### src/rtl/stopwatch_up_pkg.sv
// Shared timer package: FSM state encodings, default timing constants and
// the seven-segment digit encoder used by the timer display blocks.
package stopwatch_up_pkg;

  typedef enum logic [1:0] {
    IDLE  = 2'd0,
    RUN   = 2'd1,
    PAUSE = 2'd2,
    DONE  = 2'd3
  } state_t;

  localparam logic [31:0] DEFAULT_TICKS_PER_SEC = 32'd50000000;
  localparam logic [7:0]  DEFAULT_LIMIT         = 8'd99;

  // Active-low segment pattern, bit order {g,f,e,d,c,b,a}; non-decimal
  // inputs blank the digit.
  function automatic logic [6:0] seg7_encode(input logic [3:0] digit);
    logic [6:0] pattern;
    case (digit)
      4'd0:    pattern = 7'b1000000;
      4'd1:    pattern = 7'b1111001;
      4'd2:    pattern = 7'b0100100;
      4'd3:    pattern = 7'b0110000;
      4'd4:    pattern = 7'b0011001;
      4'd5:    pattern = 7'b0010010;
      4'd6:    pattern = 7'b0000010;
      4'd7:    pattern = 7'b1111000;
      4'd8:    pattern = 7'b0000000;
      4'd9:    pattern = 7'b0010000;
      default: pattern = 7'b1111111;
    endcase
    return pattern;
  endfunction

endpackage

### src/rtl/stopwatch_up_two_decimal_values.sv
// Splits a 0..99 binary value into tens and ones digits and drives one
// active-low seven-segment pattern per digit.
module two_decimal_values
  import stopwatch_up_pkg::*;
(
  input  logic [7:0] value,
  output logic [6:0] seg7_lsb,
  output logic [6:0] seg7_msb
);

  logic [3:0] tens;
  logic [3:0] ones;

  // Purely combinational digit split and encoding so the display tracks t
  // with no extra latency.
  always_comb begin
    tens     = 4'(value / 8'd10);
    ones     = 4'(value % 8'd10);
    seg7_msb = seg7_encode(tens);
    seg7_lsb = seg7_encode(ones);
  end

endmodule

### src/rtl/stopwatch_up.sv
// Count-up stopwatch: a prescaler divides clk down to one-second ticks,
// t counts seconds up to LIMIT, and start/stop/clear drive a four-state FSM.
module stopwatch_up
  import stopwatch_up_pkg::*;
#(
  parameter logic [31:0] TICKS_PER_SEC = DEFAULT_TICKS_PER_SEC,
  parameter logic [7:0]  LIMIT         = DEFAULT_LIMIT
) (
  input  logic       clk,
  input  logic       rst,
  input  logic       start,
  input  logic       stop,
  input  logic       clear,
  output logic [7:0] t,
  output logic       running,
  output logic       done,
  output logic [6:0] seg7_lsb,
  output logic [6:0] seg7_msb
);

  state_t      state;
  state_t      next_state;
  logic [31:0] presc;
  logic [31:0] next_presc;
  logic [7:0]  next_t;
  logic        tick;

  assign tick = (state == RUN) && (presc == TICKS_PER_SEC - 32'd1);

  // Next-state and datapath decisions; clear beats stop beats start, and a
  // tick's increment is always applied even if stop arrives on that cycle.
  always_comb begin
    next_state = state;
    next_presc = presc;
    next_t     = t;
    if (clear) begin
      next_state = IDLE;
      next_presc = 32'd0;
      next_t     = 8'd0;
    end else begin
      case (state)
        IDLE: begin
          if (start) begin
            next_state = RUN;
            next_presc = 32'd0;
            next_t     = 8'd0;
          end
        end
        RUN: begin
          if (tick) begin
            next_presc = 32'd0;
            next_t     = t + 8'd1;
            if ((t + 8'd1) == LIMIT) begin
              next_state = DONE;
            end else if (stop) begin
              next_state = PAUSE;
            end
          end else if (stop) begin
            next_state = PAUSE;
          end else begin
            next_presc = presc + 32'd1;
          end
        end
        PAUSE: begin
          if (!stop && start) begin
            next_state = RUN;
          end
        end
        DONE: begin
          next_state = DONE;
        end
        default: begin
          next_state = IDLE;
          next_presc = 32'd0;
          next_t     = 8'd0;
        end
      endcase
    end
  end

  // State and datapath registers; running/done are registered from the
  // next state so they line up with t on the same edge.
  always_ff @(posedge clk) begin
    if (rst) begin
      state   <= IDLE;
      presc   <= 32'd0;
      t       <= 8'd0;
      running <= 1'b0;
      done    <= 1'b0;
    end else begin
      state   <= next_state;
      presc   <= next_presc;
      t       <= next_t;
      running <= (next_state == RUN);
      done    <= (next_state == DONE);
    end
  end

  two_decimal_values u_digits (
    .value    (t),
    .seg7_lsb (seg7_lsb),
    .seg7_msb (seg7_msb)
  );

endmodule

### config.mk
export PLATFORM = sky130hd
export DESIGN_NAME = stopwatch_up
export DESIGN_NICKNAME = d
export VERILOG_FILES = /design/src/rtl/stopwatch_up_pkg.sv /design/src/rtl/stopwatch_up_two_decimal_values.sv /design/src/rtl/stopwatch_up.sv
export SDC_FILE = /design/constraint.sdc
export NUM_CORES = 1
export LEC_CHECK = 0
export CAP_MARGIN = 40
export CELL_PAD_IN_SITES_DETAIL_PLACEMENT = 0
export CELL_PAD_IN_SITES_GLOBAL_PLACEMENT = 1
export CORE_MARGIN = 2
export CORE_UTILIZATION = 40
export DETAILED_ROUTE_END_ITERATION = 6
export GPL_ROUTABILITY_DRIVEN = 0
export PLACE_DENSITY_LB_ADDON = 0.15
export SKIP_LAST_GASP = 1
export SLEW_MARGIN = 30
export SYNTH_ARGS = -nofsm -noshare
export SYNTH_HDL_FRONTEND = slang
export SYNTH_SLANG_ARGS = --single-unit
### constraint.sdc
create_clock -name clk -period 4 [get_ports clk]
set_input_delay 0.4 -clock clk [delete_from_list [all_inputs] [get_ports clk]]
set_output_delay 0.4 -clock clk [all_outputs]
set_load 0.005 [all_outputs]
Yosys cells after proc, flatten, opt, wreduce, memory -nomap -nowiden --
Memories as Yosys holds them, arrays and structs flattened. Index checks and enable logic that the tools add are counted.
Word-level totals: input bits 5, word-level logic and storage cells 43, memories kept 2, output and inout bits 24, register bits 44, bits in read-only memories 224
Memory list:
- (no name shown) | words 16, bits a word 7, rd ports 1, clocked after Yosys merged registers in 0, wr ports 0, line stopwatch_up_pkg.sv:19 | case (digit)
- (no name shown) | words 16, bits a word 7, rd ports 1, clocked after Yosys merged registers in 0, wr ports 0, line stopwatch_up_pkg.sv:19
Operators by class: add/sub/neg operators 2, div/mod/pow operators 2, eq/ne operators 10, muxes and demuxes 14, reduce and logical (&&, ||, !) cells 8
Operator list (count):
- 32-bit 2-to-1 mux | 3
- 32-bit one-hot mux with 2 select lines | 1
- 32-bit by 1-bit adder with 32-bit output (second input constant) | 1
- 32-bit by 26-bit == test with 1-bit output (second input constant) | 1
- 8-bit 2-to-1 mux | 2
- 8-bit one-hot mux with 2 select lines | 1
- 2-bit 2-to-1 mux | 6
- 8-bit by 1-bit adder with 8-bit output (second input constant) | 1
- 8-bit by 4-bit divider with 8-bit output (second input constant) | 1
- 8-bit by 7-bit == test with 1-bit output (second input constant) | 1
- 8-bit by 4-bit remainder unit with 8-bit output (second input constant) | 1
- 2-bit one-hot mux with 4 select lines | 1
- 2-bit == test (second input constant) | 3
- 3-bit AND reduction | 2
- 2-bit by 1-bit == test with 1-bit output (second input constant) | 2
- 2-bit inequality test (second input constant) | 2
- 3-bit inequality test (second input constant) | 1
- 1-bit logical AND | 2
- 2-bit logical NOT | 1
- 2-bit nonzero test | 1
- 2-bit OR reduction | 1
- 1-bit logical NOT | 1

Logic depth before layout (Yosys ltp) --
word-level depth 7, mapped depth 14, gate-level depth less buffers 12

Cells and area by module --
Synthesis repeated with hierarchy kept, for this count alone.
Unflattened totals: cell total of the unflattened synthesis 449, area total of the unflattened synthesis 3648.5 um^2
Modules (own cells, without submodules):
- stopwatch_up | cells each 290, area each 2471.1 um^2, times used 1, seq. area each 880.8 um^2
- two_decimal_values | cells each 159, area each 1177.4 um^2, times used 1, seq. area each 0.0 um^2

Least setup slack after synthesis --
OpenSTA, ideal clock, no wires.
path type reg-to-output, start reg t[5], end out seg7_lsb[3], path buffers 2, cell stages (with the launch flop) 14, setup slack 675 ps, required time 3600 ps, data arrival time 2925 ps, cell sequence dfxtp_1 > buf_2 > or3b_2 > a22oi_1 > a221oi_2 > and2b_1 > nor2_1 > nor2b_1 > buf_2 > xnor2_1 > ha_1 > or3_1 > a32oi_1 > o211ai_1
On the way: word-level cells in the longest chain between the ends 2
RTL lines:
- start: declaration | line stopwatch_up.sv:14 | output logic [7:0] t,
- start signal: assignment | line stopwatch_up.sv:93 | t <= next_t;
- 8-bit by 4-bit remainder unit with 8-bit output | line stopwatch_up_two_decimal_values.sv:18 | ones = 4'(value % 8'd10);
- memory 16 x 7 bit
- end: declaration | line stopwatch_up.sv:17 | output logic [6:0] seg7_lsb,
Every way passes these cells.

Final worst setup path --
start reg t[3], end out seg7_lsb[5]
Same word-level chain as after synthesis.

==> impl_metrics.toml <==
[setup_path]
path_cells = "buf_4 -> or3b_2 -> a22oi_2 -> a221oi_4 -> and2b_1 -> nor2_2 -> nor2b_4 -> xnor2_2 -> ha_1 -> o21ai_0 -> o221ai_1 -> a221oi_2 -> clkdlybuf4s50_1"
arrival_ns = 3.52
path_delay_family = "simple AND/OR/NAND/NOR gates"
critPathLaunchType = "flop"
end_kind = "output port"
cp.required_ns = 3.60
crit_path_top_delay_cell = "clkdlybuf4s50_1"
crit_buf_inv = 2
cp_max_fo = 6
path_class = "flop to output port"
critPathMaxStageDelay_ns = 0.53
crit_path_start = "t[3]"
r2r-start = "presc[18]"

[logic_synthesis]
synth_top_flop_cell = "dfxtp_1"
synth_largest_area_cell = "dfxtp_1"
synth_warnings = 0
synth.avg_cell_area_sq_um = 7.778
yosys-top-cells-area = "dfxtp_1 26%, xor2_1 5.8%, nor2_1 5.8%, ha_1 5.4%, nand2_1 4.7%"
synth_compound_area_share_pct = 20.99
synth_top_family_by_area = "simple AND/OR/NAND/NOR gates"
synth_area_sq_um = 3446
netlist_instances = 443
seq_area_frac_synth_pct = 25.56
synth.distinct_cells = 71
async_flop_share_pct = 0
ys_seq_elements = 44
yosys-top-cells-count = "53 x nor2_1, 44 x dfxtp_1, 43 x nand2_1, 24 x nand3_1, 23 x xor2_1"
synth-simple-area-share_pct = 32.17
synth_fa_ha_area_share_pct = 5.447
synthMuxAreaShare_pct = 1.816
netlist.area_leader.share_pct = 25.56
synth_edf_count = 0
synth_most_common_cell = "nor2_1"
syn_nets = 463
synth_xor_area_share_pct = 8.896

[final_layout]
areaGrowthSynthToFinish_pct = 22.40
stdcell_area_sq_um = 4218
fillerInstances = 848
drive_gt1_share_pct = 17.28
diodes = 0
layout.nets = 511

[timing]
setup-tns-final_ns = 0
hold_viol = 0
fin_worst_skew_ns = 0.004578
hold_slack_ns = 0.5005
min_period_over_period_pct = 97.93
setup_violations = 0
rsz0062_at_grt = "true"
period_minus_slack_ns = 3.917
timing.fmax_mhz = 255.3
report.final.slew_viol_count = 0
slew_headroom_pct = 57.82
timing.final.ws_setup_ns = 0.08295
tightest_slew_ns = 0.6279

[clock_network]
clock_latency_ns = 0.29
ctsHoldBuffers = 0
cts_buffers = 5
path_clk_slew_ns = 0.08
htreeDepth = 2
numClockSinks = 44
cts_buffer_depth = 2
clockRootBuffer = "clkbuf_8"
cts_tree = "built"

[floorplanning]
dieArea_sq_um = 9373
die-height_um = 96.82
die_x_um = 96.82
start_util_pct = 41.52
coreArea_sq_um = 8299
row_count = 33
io_pins = 29

[global_routing]
grt_pass1_wl_um = 14900
grt_max_degree = 20
grtUsageTotal_pct = 18.36
overflow = 0
antenna_found_initial = 0
grt_pass1_vias = 3172

[drt]
drt-vias-per-instance = 5.601
drt-total-wl_um = 8460
post_drt_wl_per_cell_um = 14.17
drtPass1Iterations = 7
via_count = 3344
ant_nets = 0
post-route-drc-count = 0
drt_iter0_drc = 124

[placed_design]
dpl-instance-area_sq_um = 3955
place_ws_ns = 0.08548
port_buffers = 28
dp_hpwl_um = 6325

[power]
p_per_area_nw_per_um2 = 179.3
max-vdd-ir-drop_mv = 0.1610
leakagePower_uw = 0.001579

[run_status]
outcome = "completed"

[worst_hold_path]
min_path_type = "flop to flop"
min_from = "presc[13]"

[flow_run]
maxCapViolations = 0
metal layers:
| metal | track usage, % | vias to the layer above | share of wire (%) |
|---|---|---|---|
| met5 | 0 | - | 0 |
| met4 | 6.826 | 0 | 2.7 |
| met3 | 2.095 | 22 | 2.4 |
| met2 | 32.32 | 67 | 49 |
| met1 | 22.97 | 1552 | 46 |
| li1 | - | 1703 | - |
metrics by stage:
step	cells	util (%)	total power (uW)
floorplan	443	-	469.3
global placement	578	47.43	480.6
detailed placement	580	47.66	481.5
CTS	589	49.27	773.4
global route	597	50.82	793.8
finish	597	50.82	756.3
worst reg2reg max path, cell delays in order, from the launching register on:
cell	delay (ns)
dfxtp_1	0.34
or4_1	0.57
nor4_4	0.36
nand3_2	0.29
nand2_1	0.25
a21o_1	0.53
buf_4	0.30
nor2_1	0.06
report_power, final:
group          switching [uW]  internal [uW]
clock network             149            140
registers                1.52            436
logic                    18.9           11.3
total                     169            587
flip-flops by register name, indices dropped and copies added (netlist names):
register	flops
running	1
presc	32
done	1
state	2
t	8
cells by family after synthesis:
group,count (synthesis)
AND/OR/NAND/NOR,205
AO/OA/AOI/OAI,100
flip-flops,44
buffers and inverters,38
XOR/XNOR,35
adder cells (fa/ha/maj),15
multiplexers,6
cell type report:
type / count / area [sq um] / area share, %
Multi-Input combinational cell: 361 / 2454 / 58.17
Sequential cell: 44 / 899.6 / 21.33
Timing Repair Buffer: 67 / 594.3 / 14.09
Tap cell: 105 / 131.4 / 3.115
Clock buffer: 7 / 86.33 / 2.047
Inverter: 12 / 45.04 / 1.068
Clock inverter: 1 / 7.507 / 0.1780
repair_timing:
item                       CTS  global route
cloned                       0             0
setup endpoints to repair    5             8
pin swaps                    1             4
buffers inserted             1             8
resized for setup           11            16
cells in the final DEF, fill, tap and decap left out, drive strengths merged, types with 12 or more instances in the layout:
master | netlist | routed
nor2 | 55 | 55
dfxtp | 44 | 44
nand2 | 43 | 43
buf | 19 | 38
clkdlybuf4s50 | 0 | 26
nand3 | 25 | 25
xor2 | 23 | 23
a21oi | 22 | 22
o21ai | 19 | 19
ha | 15 | 15
xnor2 | 12 | 12
final timing paths:
path / to / slack [ns] / depth (start not counted)
min reg2reg: presc[13] / 0.50 / 2
max: seg7_lsb[5] / 0.08 / 13
max reg2reg: presc[2] / 1.20 / 7
min: presc[13] / 0.50 / 2
No activity file was read; power rests on OpenSTA's default activity.
